[config.mk]
export PLATFORM = sky130hd
export DESIGN_NAME = paicore_axil_master_flat
export DESIGN_NICKNAME = d
export VERILOG_FILES = /design/src/rtl/paicore_axil_master_if.sv /design/src/rtl/paicore_axil_master.sv /design/src/flat_wrapper.sv
export SDC_FILE = /design/constraint.sdc
export NUM_CORES = 1
export LEC_CHECK = 0
export BUFFER_PORTS_ARGS = -buffer_cell sky130_fd_sc_hd__buf_2
export CAP_MARGIN = 15
export CORE_UTILIZATION = 40
export CTS_BUF_LIST = sky130_fd_sc_hd__clkbuf_2 sky130_fd_sc_hd__clkbuf_4 sky130_fd_sc_hd__clkbuf_8
export DETAILED_ROUTE_END_ITERATION = 12
export PLACE_DENSITY = 0.68
export SLEW_MARGIN = 20
export SYNTH_ARGS = -nofsm -noshare
export SYNTH_HDL_FRONTEND = slang
export SYNTH_SLANG_ARGS = --single-unit
[constraint.sdc]
create_clock -name clk -period 2.16 [get_ports clk]
set_input_delay 0.108 -clock clk [delete_from_list [all_inputs] [get_ports clk]]
set_output_delay 0.108 -clock clk [all_outputs]
set_load 0.01 [all_outputs]
[src/rtl/paicore_axil_master_if.sv]
`default_nettype none
// ============================================================================
// Module   : paicore_axil_master_if
// Purpose  : Command/response, AXI-Lite master and status bundle for
//            paicore_axil_master.
// Revision : 1.0 - initial release
// ============================================================================
interface paicore_axil_master_if #(
    parameter int DATA_WIDTH = 32,
    parameter int ADDR_WIDTH = 32,
    parameter int STRB_WIDTH = DATA_WIDTH / 8
) ();
    logic                  cmd_valid;
    logic                  cmd_ready;
    logic                  cmd_write;
    logic [ADDR_WIDTH-1:0] cmd_addr;
    logic [DATA_WIDTH-1:0] cmd_wdata;

    logic                  rsp_valid;
    logic                  rsp_ready;
    logic [DATA_WIDTH-1:0] rsp_rdata;
    logic                  rsp_err;

    logic [ADDR_WIDTH-1:0] m_axil_awaddr;
    logic [2:0]            m_axil_awprot;
    logic                  m_axil_awvalid;
    logic                  m_axil_awready;
    logic [DATA_WIDTH-1:0] m_axil_wdata;
    logic [STRB_WIDTH-1:0] m_axil_wstrb;
    logic                  m_axil_wvalid;
    logic                  m_axil_wready;
    logic [1:0]            m_axil_bresp;
    logic                  m_axil_bvalid;
    logic                  m_axil_bready;
    logic [ADDR_WIDTH-1:0] m_axil_araddr;
    logic [2:0]            m_axil_arprot;
    logic                  m_axil_arvalid;
    logic                  m_axil_arready;
    logic [DATA_WIDTH-1:0] m_axil_rdata;
    logic [1:0]            m_axil_rresp;
    logic                  m_axil_rvalid;
    logic                  m_axil_rready;

    logic                  busy;
    logic [31:0]           wr_cnt;
    logic [31:0]           rd_cnt;
    logic [31:0]           err_cnt;

    modport master (
        input  cmd_valid, cmd_write, cmd_addr, cmd_wdata, rsp_ready,
        input  m_axil_awready, m_axil_wready, m_axil_bresp, m_axil_bvalid,
        input  m_axil_arready, m_axil_rdata, m_axil_rresp, m_axil_rvalid,
        output cmd_ready, rsp_valid, rsp_rdata, rsp_err,
        output m_axil_awaddr, m_axil_awprot, m_axil_awvalid,
        output m_axil_wdata, m_axil_wstrb, m_axil_wvalid, m_axil_bready,
        output m_axil_araddr, m_axil_arprot, m_axil_arvalid, m_axil_rready,
        output busy, wr_cnt, rd_cnt, err_cnt
    );

    modport slave (
        output cmd_valid, cmd_write, cmd_addr, cmd_wdata, rsp_ready,
        output m_axil_awready, m_axil_wready, m_axil_bresp, m_axil_bvalid,
        output m_axil_arready, m_axil_rdata, m_axil_rresp, m_axil_rvalid,
        input  cmd_ready, rsp_valid, rsp_rdata, rsp_err,
        input  m_axil_awaddr, m_axil_awprot, m_axil_awvalid,
        input  m_axil_wdata, m_axil_wstrb, m_axil_wvalid, m_axil_bready,
        input  m_axil_araddr, m_axil_arprot, m_axil_arvalid, m_axil_rready,
        input  busy, wr_cnt, rd_cnt, err_cnt
    );
endinterface
`default_nettype wire

[src/rtl/paicore_axil_master.sv]
`default_nettype none
// ============================================================================
// Module   : paicore_axil_master
// Purpose  : Single-outstanding AXI-Lite master turning simple read/write
//            commands into AXI-Lite transactions, with status counters.
// Revision : 1.0 - initial release
// ============================================================================
module paicore_axil_master #(
    parameter int DATA_WIDTH = 32,
    parameter int ADDR_WIDTH = 32,
    parameter int STRB_WIDTH = DATA_WIDTH / 8
) (
    input  wire logic             clk,
    input  wire logic             rst,
    paicore_axil_master_if.master bus
);
    localparam logic [2:0] c_idle    = 3'd0;
    localparam logic [2:0] c_wr_req  = 3'd1;
    localparam logic [2:0] c_wr_resp = 3'd2;
    localparam logic [2:0] c_rd_req  = 3'd3;
    localparam logic [2:0] c_rd_data = 3'd4;
    localparam logic [2:0] c_done    = 3'd5;

    logic [2:0]            r_state;
    logic [ADDR_WIDTH-1:0] r_addr;
    logic [DATA_WIDTH-1:0] r_wdata;
    logic [DATA_WIDTH-1:0] r_rdata;
    logic                  r_write;
    logic                  r_awvalid;
    logic                  r_wvalid;
    logic                  r_arvalid;
    logic                  r_err;
    logic [31:0]           r_wr_cnt;
    logic [31:0]           r_rd_cnt;
    logic [31:0]           r_err_cnt;

    logic w_cmd_ready;
    logic w_cmd_fire;
    logic w_aw_ok;
    logic w_w_ok;

    assign w_cmd_ready = (r_state == c_idle) && !rst;
    assign w_cmd_fire  = bus.cmd_valid && w_cmd_ready;
    // A channel is finished once its valid has dropped or handshakes this cycle.
    assign w_aw_ok     = !r_awvalid || bus.m_axil_awready;
    assign w_w_ok      = !r_wvalid  || bus.m_axil_wready;

    always_ff @(posedge clk) begin
        if (rst) begin
            r_state   <= c_idle;
            r_addr    <= '0;
            r_wdata   <= '0;
            r_rdata   <= '0;
            r_write   <= 1'b0;
            r_awvalid <= 1'b0;
            r_wvalid  <= 1'b0;
            r_arvalid <= 1'b0;
            r_err     <= 1'b0;
            r_wr_cnt  <= '0;
            r_rd_cnt  <= '0;
            r_err_cnt <= '0;
        end else begin
            case (r_state)
                c_idle: begin
                    if (w_cmd_fire) begin
                        r_addr  <= bus.cmd_addr;
                        r_wdata <= bus.cmd_wdata;
                        r_write <= bus.cmd_write;
                        if (bus.cmd_write) begin
                            r_awvalid <= 1'b1;
                            r_wvalid  <= 1'b1;
                            r_state   <= c_wr_req;
                        end else begin
                            r_arvalid <= 1'b1;
                            r_state   <= c_rd_req;
                        end
                    end
                end
                c_wr_req: begin
                    if (bus.m_axil_awready) r_awvalid <= 1'b0;
                    if (bus.m_axil_wready)  r_wvalid  <= 1'b0;
                    if (w_aw_ok && w_w_ok)  r_state   <= c_wr_resp;
                end
                c_wr_resp: begin
                    if (bus.m_axil_bvalid) begin
                        r_err   <= |bus.m_axil_bresp;
                        r_rdata <= '0;
                        r_state <= c_done;
                    end
                end
                c_rd_req: begin
                    if (bus.m_axil_arready) begin
                        r_arvalid <= 1'b0;
                        r_state   <= c_rd_data;
                    end
                end
                c_rd_data: begin
                    if (bus.m_axil_rvalid) begin
                        r_rdata <= bus.m_axil_rdata;
                        r_err   <= |bus.m_axil_rresp;
                        r_state <= c_done;
                    end
                end
                c_done: begin
                    if (bus.rsp_ready) begin
                        r_state <= c_idle;
                        if (r_write) r_wr_cnt <= r_wr_cnt + 32'd1;
                        else         r_rd_cnt <= r_rd_cnt + 32'd1;
                        if (r_err && (r_err_cnt != 32'hFFFF_FFFF))
                            r_err_cnt <= r_err_cnt + 32'd1;
                    end
                end
                default: r_state <= c_idle;
            endcase
        end
    end

    assign bus.cmd_ready      = w_cmd_ready;
    assign bus.busy           = (r_state != c_idle);
    assign bus.m_axil_awaddr  = r_addr;
    assign bus.m_axil_awprot  = 3'b000;
    assign bus.m_axil_awvalid = r_awvalid;
    assign bus.m_axil_wdata   = r_wdata;
    assign bus.m_axil_wstrb   = {STRB_WIDTH{1'b1}};
    assign bus.m_axil_wvalid  = r_wvalid;
    assign bus.m_axil_bready  = (r_state == c_wr_resp);
    assign bus.m_axil_araddr  = r_addr;
    assign bus.m_axil_arprot  = 3'b000;
    assign bus.m_axil_arvalid = r_arvalid;
    assign bus.m_axil_rready  = (r_state == c_rd_data);
    assign bus.rsp_valid      = (r_state == c_done);
    assign bus.rsp_rdata      = r_rdata;
    assign bus.rsp_err        = r_err;
    assign bus.wr_cnt         = r_wr_cnt;
    assign bus.rd_cnt         = r_rd_cnt;
    assign bus.err_cnt        = r_err_cnt;
endmodule
`default_nettype wire

[src/flat_wrapper.sv]
// flat-port wrapper written by rule: the top's interface ports become plain ports
module paicore_axil_master_flat 
#(
    parameter int DATA_WIDTH = 32,
    parameter int ADDR_WIDTH = 32,
    parameter int STRB_WIDTH = DATA_WIDTH / 8
)
  (clk, rst, bus_cmd_valid, bus_cmd_write, bus_cmd_addr, bus_cmd_wdata, bus_rsp_ready, bus_m_axil_awready, bus_m_axil_wready, bus_m_axil_bresp, bus_m_axil_bvalid, bus_m_axil_arready, bus_m_axil_rdata, bus_m_axil_rresp, bus_m_axil_rvalid, bus_cmd_ready, bus_rsp_valid, bus_rsp_rdata, bus_rsp_err, bus_m_axil_awaddr, bus_m_axil_awprot, bus_m_axil_awvalid, bus_m_axil_wdata, bus_m_axil_wstrb, bus_m_axil_wvalid, bus_m_axil_bready, bus_m_axil_araddr, bus_m_axil_arprot, bus_m_axil_arvalid, bus_m_axil_rready, bus_busy, bus_wr_cnt, bus_rd_cnt, bus_err_cnt);
  paicore_axil_master_if #(.DATA_WIDTH(DATA_WIDTH), .ADDR_WIDTH(ADDR_WIDTH), .STRB_WIDTH(STRB_WIDTH)) bus_i ();
  input  wire logic clk;
  input  wire logic rst;
  input wire logic [$bits(bus_i.cmd_valid)-1:0] bus_cmd_valid;
  input wire logic [$bits(bus_i.cmd_write)-1:0] bus_cmd_write;
  input wire logic [$bits(bus_i.cmd_addr)-1:0] bus_cmd_addr;
  input wire logic [$bits(bus_i.cmd_wdata)-1:0] bus_cmd_wdata;
  input wire logic [$bits(bus_i.rsp_ready)-1:0] bus_rsp_ready;
  input wire logic [$bits(bus_i.m_axil_awready)-1:0] bus_m_axil_awready;
  input wire logic [$bits(bus_i.m_axil_wready)-1:0] bus_m_axil_wready;
  input wire logic [$bits(bus_i.m_axil_bresp)-1:0] bus_m_axil_bresp;
  input wire logic [$bits(bus_i.m_axil_bvalid)-1:0] bus_m_axil_bvalid;
  input wire logic [$bits(bus_i.m_axil_arready)-1:0] bus_m_axil_arready;
  input wire logic [$bits(bus_i.m_axil_rdata)-1:0] bus_m_axil_rdata;
  input wire logic [$bits(bus_i.m_axil_rresp)-1:0] bus_m_axil_rresp;
  input wire logic [$bits(bus_i.m_axil_rvalid)-1:0] bus_m_axil_rvalid;
  output wire logic [$bits(bus_i.cmd_ready)-1:0] bus_cmd_ready;
  output wire logic [$bits(bus_i.rsp_valid)-1:0] bus_rsp_valid;
  output wire logic [$bits(bus_i.rsp_rdata)-1:0] bus_rsp_rdata;
  output wire logic [$bits(bus_i.rsp_err)-1:0] bus_rsp_err;
  output wire logic [$bits(bus_i.m_axil_awaddr)-1:0] bus_m_axil_awaddr;
  output wire logic [$bits(bus_i.m_axil_awprot)-1:0] bus_m_axil_awprot;
  output wire logic [$bits(bus_i.m_axil_awvalid)-1:0] bus_m_axil_awvalid;
  output wire logic [$bits(bus_i.m_axil_wdata)-1:0] bus_m_axil_wdata;
  output wire logic [$bits(bus_i.m_axil_wstrb)-1:0] bus_m_axil_wstrb;
  output wire logic [$bits(bus_i.m_axil_wvalid)-1:0] bus_m_axil_wvalid;
  output wire logic [$bits(bus_i.m_axil_bready)-1:0] bus_m_axil_bready;
  output wire logic [$bits(bus_i.m_axil_araddr)-1:0] bus_m_axil_araddr;
  output wire logic [$bits(bus_i.m_axil_arprot)-1:0] bus_m_axil_arprot;
  output wire logic [$bits(bus_i.m_axil_arvalid)-1:0] bus_m_axil_arvalid;
  output wire logic [$bits(bus_i.m_axil_rready)-1:0] bus_m_axil_rready;
  output wire logic [$bits(bus_i.busy)-1:0] bus_busy;
  output wire logic [$bits(bus_i.wr_cnt)-1:0] bus_wr_cnt;
  output wire logic [$bits(bus_i.rd_cnt)-1:0] bus_rd_cnt;
  output wire logic [$bits(bus_i.err_cnt)-1:0] bus_err_cnt;
  assign bus_i.cmd_valid = bus_cmd_valid;
  assign bus_i.cmd_write = bus_cmd_write;
  assign bus_i.cmd_addr = bus_cmd_addr;
  assign bus_i.cmd_wdata = bus_cmd_wdata;
  assign bus_i.rsp_ready = bus_rsp_ready;
  assign bus_i.m_axil_awready = bus_m_axil_awready;
  assign bus_i.m_axil_wready = bus_m_axil_wready;
  assign bus_i.m_axil_bresp = bus_m_axil_bresp;
  assign bus_i.m_axil_bvalid = bus_m_axil_bvalid;
  assign bus_i.m_axil_arready = bus_m_axil_arready;
  assign bus_i.m_axil_rdata = bus_m_axil_rdata;
  assign bus_i.m_axil_rresp = bus_m_axil_rresp;
  assign bus_i.m_axil_rvalid = bus_m_axil_rvalid;
  assign bus_cmd_ready = bus_i.cmd_ready;
  assign bus_rsp_valid = bus_i.rsp_valid;
  assign bus_rsp_rdata = bus_i.rsp_rdata;
  assign bus_rsp_err = bus_i.rsp_err;
  assign bus_m_axil_awaddr = bus_i.m_axil_awaddr;
  assign bus_m_axil_awprot = bus_i.m_axil_awprot;
  assign bus_m_axil_awvalid = bus_i.m_axil_awvalid;
  assign bus_m_axil_wdata = bus_i.m_axil_wdata;
  assign bus_m_axil_wstrb = bus_i.m_axil_wstrb;
  assign bus_m_axil_wvalid = bus_i.m_axil_wvalid;
  assign bus_m_axil_bready = bus_i.m_axil_bready;
  assign bus_m_axil_araddr = bus_i.m_axil_araddr;
  assign bus_m_axil_arprot = bus_i.m_axil_arprot;
  assign bus_m_axil_arvalid = bus_i.m_axil_arvalid;
  assign bus_m_axil_rready = bus_i.m_axil_rready;
  assign bus_busy = bus_i.busy;
  assign bus_wr_cnt = bus_i.wr_cnt;
  assign bus_rd_cnt = bus_i.rd_cnt;
  assign bus_err_cnt = bus_i.err_cnt;
  paicore_axil_master #(.DATA_WIDTH(DATA_WIDTH), .ADDR_WIDTH(ADDR_WIDTH), .STRB_WIDTH(STRB_WIDTH)) u_core (.clk(clk), .rst(rst), .bus(bus_i));
endmodule
== Word-level counts from Yosys, hierarchy flattened ==
Cells that the tools add are included.
W data, S select, Z words.

* $add $sub $neg: 3
* Eq/ne operators: 16
* Multiplexer cells: 24
* Bitwise operators: 1
* Reductions and logical operators: 25

{| class="wikitable"
|+ Operators with widths
! kind !! number
|-
| $add A32 B1 Y32 const B || 3
|-
| $mux W32 || 2
|-
| $pmux W32 S2 || 1
|-
| $ne A32 B32 Y1 const B || 1
|-
| $mux W3 || 6
|-
| $pmux W3 S6 || 1
|-
| $ne A2 B2 Y1 const B || 8
|-
| $reduce_and A3 Y1 || 4
|-
| $reduce_and A4 Y1 || 3
|-
| $mux W1 || 9
|-
| $pmux W1 S2 || 4
|-
| $eq A3 B2 Y1 const B || 2
|-
| $eq A3 B3 Y1 const B || 2
|-
| $reduce_and A6 Y1 || 1
|-
| $reduce_bool A2 Y1 || 3
|-
| $logic_and A1 B1 Y1 || 4
|-
| $ne A2 B1 Y1 const B || 2
|-
| $reduce_or A2 Y1 || 2
|-
| $eq A3 B1 Y1 const B || 1
|-
| $logic_not A1 Y1 || 3
|-
| $logic_not A3 Y1 || 1
|-
| $reduce_bool A3 Y1 || 1
|-
| $logic_or A1 B1 Y1 || 2
|-
| $mux W2 || 1
|-
| other kinds (2) || 2
|}

* Register bits after elaboration: 200
* Bits of input ports: 110
* Word-level logic and storage cells: 81

== Logic depth before layout (Yosys ltp) ==
Gate-level depths: netlist of run 1.

* Depth in word-level cells: 5
* Gate-level depth with buffers: 8
* Gate-level depth less buffers: 6

== Least setup slack after synthesis of run 1 ==
OpenSTA, ideal clock, no wires.

* Path type: register to register
* From: register u_core.r_err_cnt[20] (netlist: u_core.bus.err_cnt[20])
* To: register u_core.r_err_cnt[19] (netlist: u_core.bus.err_cnt[19])
* Data arrival time: 2.122 ns
* Data required time: 2.039 ns
* Path slack: -0.083 ns
* Stages on the path, launching flop included: 6
* Path through: dfxtp_1 > nand4_2 > nor4_1 > a31oi_1 > nand4_1 > mux2_2

* Cells in the longest elaborated chain, start to end: 3

{| class="wikitable"
|+ Ends and longest elaborated chain
! item !! line !! RTL
|-
| start: declaration || paicore_axil_master.sv:35 || <nowiki>logic [31:0] r_err_cnt;</nowiki>
|-
| start signal: assignment || paicore_axil_master.sv:110 || <nowiki>r_err_cnt <= r_err_cnt + 32'd1;</nowiki>
|-
| $ne A32 B32 Y1 || paicore_axil_master.sv:109 || <nowiki>if (r_err && (r_err_cnt != 32'hFFFF_FFFF))</nowiki>
|-
| $logic_and A1 B1 Y1 || paicore_axil_master.sv:109 ||
|-
| $reduce_and A3 Y1 (no source line) || -- ||
|}

Every way passes these cells.
A chain may end at the register's enable or synchronous reset.

== Worst setup path in the final report of run 1 ==
* From: register u_core.r_err_cnt[22] (netlist: u_core.bus.err_cnt[22])
* To: register u_core.r_err_cnt[17] (netlist: u_core.bus.err_cnt[17])

The elaborated chain is that of the path after synthesis.

==> flow_metrics.env, run 1 <==
export IMPL_synth_seq_cells=200
export IMPL_worstSetupStartpointType="register"
export IMPL_max_slew_margin_rel=0.620
export IMPL_cts_buffers=17
export IMPL_synth_edf_count=0
export IMPL_wirelength_mm=27.8
export IMPL_intPower_w=0.00590
export IMPL_fmaxAchievable_mhz=471
export IMPL_fin_crit_sh=0.983
export IMPL_h_tree_depth=4
export IMPL_drive_gt1_frac=0.316
export IMPL_cp_max_fo=6
export IMPL_remaining_drc_errors=0
export IMPL_core_area_um2=21200
export IMPL_min_delay_path_depth=2
export IMPL_syn_area_um2=8710
export IMPL_yosysSeqAreaShare=0.460
export IMPL_clkSinkCount=200
export IMPL_synth_most_common_cell="dfxtp_1"
export IMPL_yosysWarnings=0
export IMPL_status="finished clean"
export IMPL_grt_pass1_wl_mm=43.0
export IMPL_tritoncts="done"
export IMPL_pwr_share_comb=0.287
export IMPL_clockRootBuffer="clkbuf_8"
export IMPL_start_util=0.412
export IMPL_rows=53
export IMPL_post_dp_hpwl_mm=18.9
export IMPL_die_y_um=150
export IMPL_antenna_found_initial=2
export IMPL_ant_nets=0
export IMPL_reg2reg_depth=5
export IMPL_fin_nets=1615
export IMPL_grt_ovfl_total=0
export IMPL_grt_setup_unrepaired="false"
export IMPL_synthTopCellsByCount="dfxtp_1, nand2_1, a21oi_1"
export IMPL_pwr_share_clk=0.257
export IMPL_finalClockSkew_ns=0.0198
export IMPL_max_clock_path_buffers=2
export IMPL_powerDensity_nw_per_um2=748
export IMPL_cp_end_kind="register"
export IMPL_viasPerCell=5.12
export IMPL_power_w=0.00918
export IMPL_avgSynthCellArea_um2=8.15
export IMPL_p_leak_nw=5.47
export IMPL_tns_ns=0
export IMPL_setup_viol=0
export IMPL_netlist_cell_type_count=57
export IMPL_period_minus_slack_ns=2.12
export IMPL_routedWlPerCell_um=15.5
export IMPL_hp_class="primary input to register"
export IMPL_die_w_um=150
export IMPL_dieArea_um2=22400
export IMPL_ys_async_sr_fraction=0
export IMPL_grt_usage=0.240
export IMPL_synthFlopType="dfxtp_1"
export IMPL_slew_violations=0
export IMPL_drv_cap=0
export IMPL_globalplace_congestion=0.891
export IMPL_power_switching_w=0.00327
export IMPL_dr_pass1_iters=5
export IMPL_syn_to_final_growth_pct=40.8
export IMPL_timing_hold_ws_ns=0.0686
export IMPL_syn_inst=1069
export IMPL_synthTopCellsByArea="dfxtp_1, nand2_1, a21oi_1, nand3_1, buf_4"
export IMPL_peakVddDrop_mv=0.526
export IMPL_critPathRequiredTime_ns=2.50
export IMPL_swShare=0.356
export IMPL_seqPwrFrac=0.456
export IMPL_grt_max_degree=72
export IMPL_portBuffers=342
export IMPL_path_class="register to register"
export IMPL_first_iter_violations=402
export IMPL_path_clk_slew_ns=0.12
export IMPL_grt_pass1_vias=8530
export IMPL_arrival_ns=2.47
export IMPL_clk_latency_ns=0.47
export IMPL_worst_slew_pin_slew_ns=0.570
export IMPL_synth_top_area_frac=0.460
export IMPL_num_io_pins=353
export IMPL_synth_top_cell_by_area="dfxtp_1"
export IMPL_finalHoldViolCount=0
export IMPL_vias=9181
==> registers in the layout, summed over array words and instances, names as in the netlist <==
name,count
u_core.bus.err_cnt,32
u_core.bus.m_axil_araddr,32
u_core.bus.m_axil_arvalid,1
u_core.bus.m_axil_awvalid,1
u_core.bus.m_axil_wdata,32
u_core.bus.m_axil_wvalid,1
u_core.bus.rd_cnt,32
u_core.bus.rsp_err,1
u_core.bus.rsp_rdata,32
u_core.bus.wr_cnt,32
u_core.r_state,3
u_core.r_write,1
==> worst max-delay path, stage by stage, from the launching register on <==
cell,delay (ns)
dfxtp_2,0.36
nand4_2,0.13
or4_4,0.60
o311a_4,0.44
and3_4,0.19
mux2_4,0.29
==> layout by cell type, fill, tap and decap left out, types with 14 or more instances in the layout <==
master,Yosys,final
nand2_1,194,194
or3_1,14,14
dfxtp_1,200,188
a21oi_1,125,125
xnor2_1,33,33
buf_4,43,66
dlygate4sd3_1,0,101
buf_2,6,341
xor2_1,30,30
nor2_1,85,84
nand4_1,36,36
nand3_1,67,67
nor4_1,17,16
inv_1,18,18
o21ai_0,14,14
and3_1,15,15
clkbuf_8,0,18
==> power groups by stage <==
stage	clock (W)	sequential [W]	combinational [W]
after global placement	0	0.00424	0.00244
after floorplan	0	0.00435	0.00140
after global routing	0.00258	0.00422	0.00288
after detailed placement	0	0.00425	0.00245
final	0.00236	0.00419	0.00263
after CTS	0.00243	0.00417	0.00260
==> metal layers <==
layer | share of wire | wire, µm | up-vias | global-route usage
met5 | 0 | 0 | - | 0
met4 | 0.026 | 711 | 0 | 0.0964
met3 | 0.059 | 1630 | 50 | 0.0491
met2 | 0.48 | 13400 | 328 | 0.396
met1 | 0.43 | 12000 | 4324 | 0.303
li1 | - | - | 4479 | -
==> repair_timing <==
action,4_1_cts,5_1_grt
resized for setup,1,1
hold buffers,101,0
setup endpoints to repair,4,2
pin swaps,1,0
hold endpoints to repair,101,0
gates cloned,0,0
setup buffers,2,1
==> final cells by class <==
class | instances | area, µm²
Tap cell | 275 | 344
Clock buffer | 18 | 248
Antenna cell | 2 | 5.00
Fill cell | 1900 | 8890
Inverter | 18 | 67.6
Multi-Input combinational cell | 751 | 4120
Timing Repair Buffer | 514 | 3320
Sequential cell | 200 | 4020
Clock inverter | 14 | 136
==> logic make-up after synthesis <==
family | count (synthesis) | synth area share
AOI/OAI and AO/OA | 175 | 0.115
xor gates and xnor gates | 63 | 0.0634
adders and majority gates | 3 | 0.00431
buffers and inverters | 126 | 0.0737
DFF | 200 | 0.460
muxes | 8 | 0.0109
other | 2 | 0.000862
and+or+nand+nor | 492 | 0.272
==> worst paths after layout <==
check / from / to / slack [ns]
setup reg to reg: u_core.bus.err_cnt[22]$_SDFFE_PP0P_ / u_core.bus.err_cnt[17]$_SDFFE_PP0P_ / 0.04
hold reg to reg: u_core.bus.m_axil_wdata[1]$_SDFFE_PP0P_ / u_core.bus.m_axil_wdata[1]$_SDFFE_PP0P_ / 0.46
setup / recovery: u_core.bus.err_cnt[22]$_SDFFE_PP0P_ / u_core.bus.err_cnt[17]$_SDFFE_PP0P_ / 0.04
hold / removal: rst / u_core.bus.wr_cnt[12]$_SDFFE_PP0P_ / 0.07
==> through the flow <==
step / utilization / instances / setup WS (ns) / cell area, µm²
global route: 0.580 / 1792 / 0.000417 / 12300
finish: 0.580 / 1792 / 0.0372 / 12300
floorplan: - / 1077 / 0.0109 / 8760
global placement: 0.512 / 1654 / 0.0434 / 10800
detailed placement: 0.512 / 1654 / 0.00415 / 10800
CTS: 0.579 / 1789 / 0.0383 / 12200
No activity file was read; power rests on OpenSTA's default activity.
==> run 2, diff against run 1 <==
--- a/config.mk
+++ b/config.mk
@@ -7,10 +7,10 @@
 export LEC_CHECK = 0
 export BUFFER_PORTS_ARGS = -buffer_cell sky130_fd_sc_hd__buf_2
 export CAP_MARGIN = 15
-export CORE_UTILIZATION = 40
+export CORE_UTILIZATION = 25
 export CTS_BUF_LIST = sky130_fd_sc_hd__clkbuf_2 sky130_fd_sc_hd__clkbuf_4 sky130_fd_sc_hd__clkbuf_8
 export DETAILED_ROUTE_END_ITERATION = 12
-export PLACE_DENSITY = 0.68
+export PLACE_DENSITY = 0.46
 export SLEW_MARGIN = 20
 export SYNTH_ARGS = -nofsm -noshare
 export SYNTH_HDL_FRONTEND = slang
==> run 2 against run 1 <==
- global-route usage down 7.9 points
- design area up 3.2%
- clock power up 16%
- final cell count up 10%
- setup slack better by 0.038 ns
- critical path depth unchanged
==> flow_metrics.env, run 2 (synthesis results as in run 1) <==
export IMPL_path_clk_slew_ns=0.10
export IMPL_clockRootBuffer="clkbuf_8"
export IMPL_worst_slew_pin_slew_ns=0.546
export IMPL_grt_usage=0.161
export IMPL_cp_end_kind="register"
export IMPL_post_cts_setup_buffer_count=0
export IMPL_start_util=0.257
export IMPL_top_layer="met4"
export IMPL_layout_area_seq_um2=4020
export IMPL_final_cell_mix="buf_2, nand2_1, dfxtp_1"
export IMPL_vias=8932
export IMPL_grt_ovfl_total=0
export IMPL_multi_input_area_um2=4130
export IMPL_met2_length_mm=13.8
export IMPL_cp_max_fo=6
export IMPL_cts_buffers=17
export IMPL_finalClockSkew_ns=0.0134
export IMPL_drv_cap=0
export IMPL_die_w_um=189
export IMPL_path_class="register to register"
export IMPL_portBuffers=342
export IMPL_critPathRequiredTime_ns=2.53
export IMPL_slew_violations=0
export IMPL_crit_slowest_cell="or4_4"
export IMPL_finalHoldViolCount=0
export IMPL_timing_hold_ws_ns=0.154
export IMPL_dr_pass1_iters=5
export IMPL_fill_cells=3502
export IMPL_period_minus_slack_ns=2.08
export IMPL_final_common_cell="buf_2"
export IMPL_remaining_drc_errors=0
export IMPL_grt_setup_unrepaired="false"
export IMPL_powerDensity_nw_per_um2=758
export IMPL_num_io_pins=353
export IMPL_globalplace_congestion=0.792
export IMPL_dp_slack_ns=-0.0490
export IMPL_syn_to_final_growth_pct=45.2
export IMPL_hp_class="primary input to register"
export IMPL_viasPerCell=4.52
export IMPL_clk_latency_ns=0.48
export IMPL_antenna_found_initial=1
export IMPL_crit_family="simple AND/OR/NAND/NOR gates"
export IMPL_ant_nets=0
export IMPL_status="finished clean"
export IMPL_peakVddDrop_mv=0.455
export IMPL_wirelength_met1_mm=13.3
export IMPL_fin_nets=1628
export IMPL_h_tree_depth=4
export IMPL_worst_path_buf_inv=0
export IMPL_grt_max_degree=66
export IMPL_fin_ws_ns=0.0754
export IMPL_first_iter_violations=368
export IMPL_p_leak_nw=5.57
export IMPL_dieArea_um2=35600
export IMPL_grt_pass1_wl_mm=45.7
export IMPL_crit_chain="nand4_2 > or4_4 > o311a_4 > and3_4 > mux2_4"
export IMPL_slowest_delay_ns=0.60
export IMPL_fin_crit_sh=0.965
export IMPL_max_clock_path_buffers=2
export IMPL_core_area_um2=33900
export IMPL_wirelength_mm=29.1
export IMPL_route_met3_wl_mm=1.60
export IMPL_clkSinkCount=200
export IMPL_grt_pass1_vias=8601
export IMPL_die_y_um=189
export IMPL_routedWlPerCell_um=14.7
export IMPL_tritoncts="done"
export IMPL_arrival_ns=2.45
export IMPL_setup_viol=0
export IMPL_post_dp_hpwl_mm=20.8
export IMPL_max_slew_margin_rel=0.630
export IMPL_fmaxAchievable_mhz=480
export IMPL_worstSetupStartpointType="register"
export IMPL_rows=67
export IMPL_drive_gt1_frac=0.324
-- run 2: cell types whose count changed in the layout (fill, tap and decap cells not counted), moves of 4 or more --
| cell | delta |
|---|---|
| buf_4 | +12 |
| bufinv_16 | +4 |
| clkinv_4 | -4 |
| inv_6 | +5 |
| inv_8 | -5 |
-- run 2: layout make-up --
class	instances	share of cell area
timing repair buffer	527	0.271
inverter	18	0.00534
multi-input combinational	751	0.327
tap	448	0.0443
sequential	200	0.318
clock buffer	18	0.0196
clock inverter	13	0.0152
antenna	1	0.000198
-- run 2: worst reg2reg max path, stage by stage (launching register included) --
cell	delay, ns
dfxtp_2	0.35
nand4_2	0.12
or4_4	0.60
o311a_4	0.44
and3_4	0.19
mux2_4	0.28
-- run 2: where the power goes --
group / switching, W / internal, W / total (W)
combinational: 0.00163 / 0.00107 / 0.00270
clock: 0.00142 / 0.00131 / 0.00273
sequential: 0.000176 / 0.00398 / 0.00415
total: 0.00323 / 0.00636 / 0.00959
-- run 2: metal layers --
layer,track usage,vias up
met4,0.0459,0
met3,0.0436,21
met5,0,-
met1,0.202,4163
met2,0.269,233
li1,-,4515
-- run 2: worst paths after layout --
path,startpoint,end,slack [ns],depth (start not counted)
max,u_core.bus.err_cnt[22]$_SDFFE_PP0P_,u_core.bus.err_cnt[17]$_SDFFE_PP0P_,0.08,5
min,bus_m_axil_bvalid,u_core.bus.rsp_rdata[18]$_SDFFE_PP0P_,0.15,5
max reg2reg,u_core.bus.err_cnt[22]$_SDFFE_PP0P_,u_core.bus.err_cnt[17]$_SDFFE_PP0P_,0.08,5
min reg2reg,u_core.bus.rsp_rdata[6]$_SDFFE_PP0P_,u_core.bus.rsp_rdata[6]$_SDFFE_PP0P_,0.45,2
-- run 2: through the flow --
stage	area, µm²	total power [W]	utilization	std cells	setup TNS (ns)
after floorplan	8760	0.00574	-	1077	0
after global placement	11200	0.00682	0.330	1842	-0.0746
after detailed placement	11200	0.00683	0.330	1842	-0.0842
after CTS	12600	0.00977	0.373	1975	0
after global routing	12600	0.0102	0.373	1976	0
final	12600	0.00959	0.373	1976	0
-- run 2: what timing repair did --
action	4_1_cts	5_1_grt
hold buffers	102	0
pin swaps	0	1
endpoints found under the hold margin	136	0
setup endpoints to repair	3	9
gates resized for setup	2	7
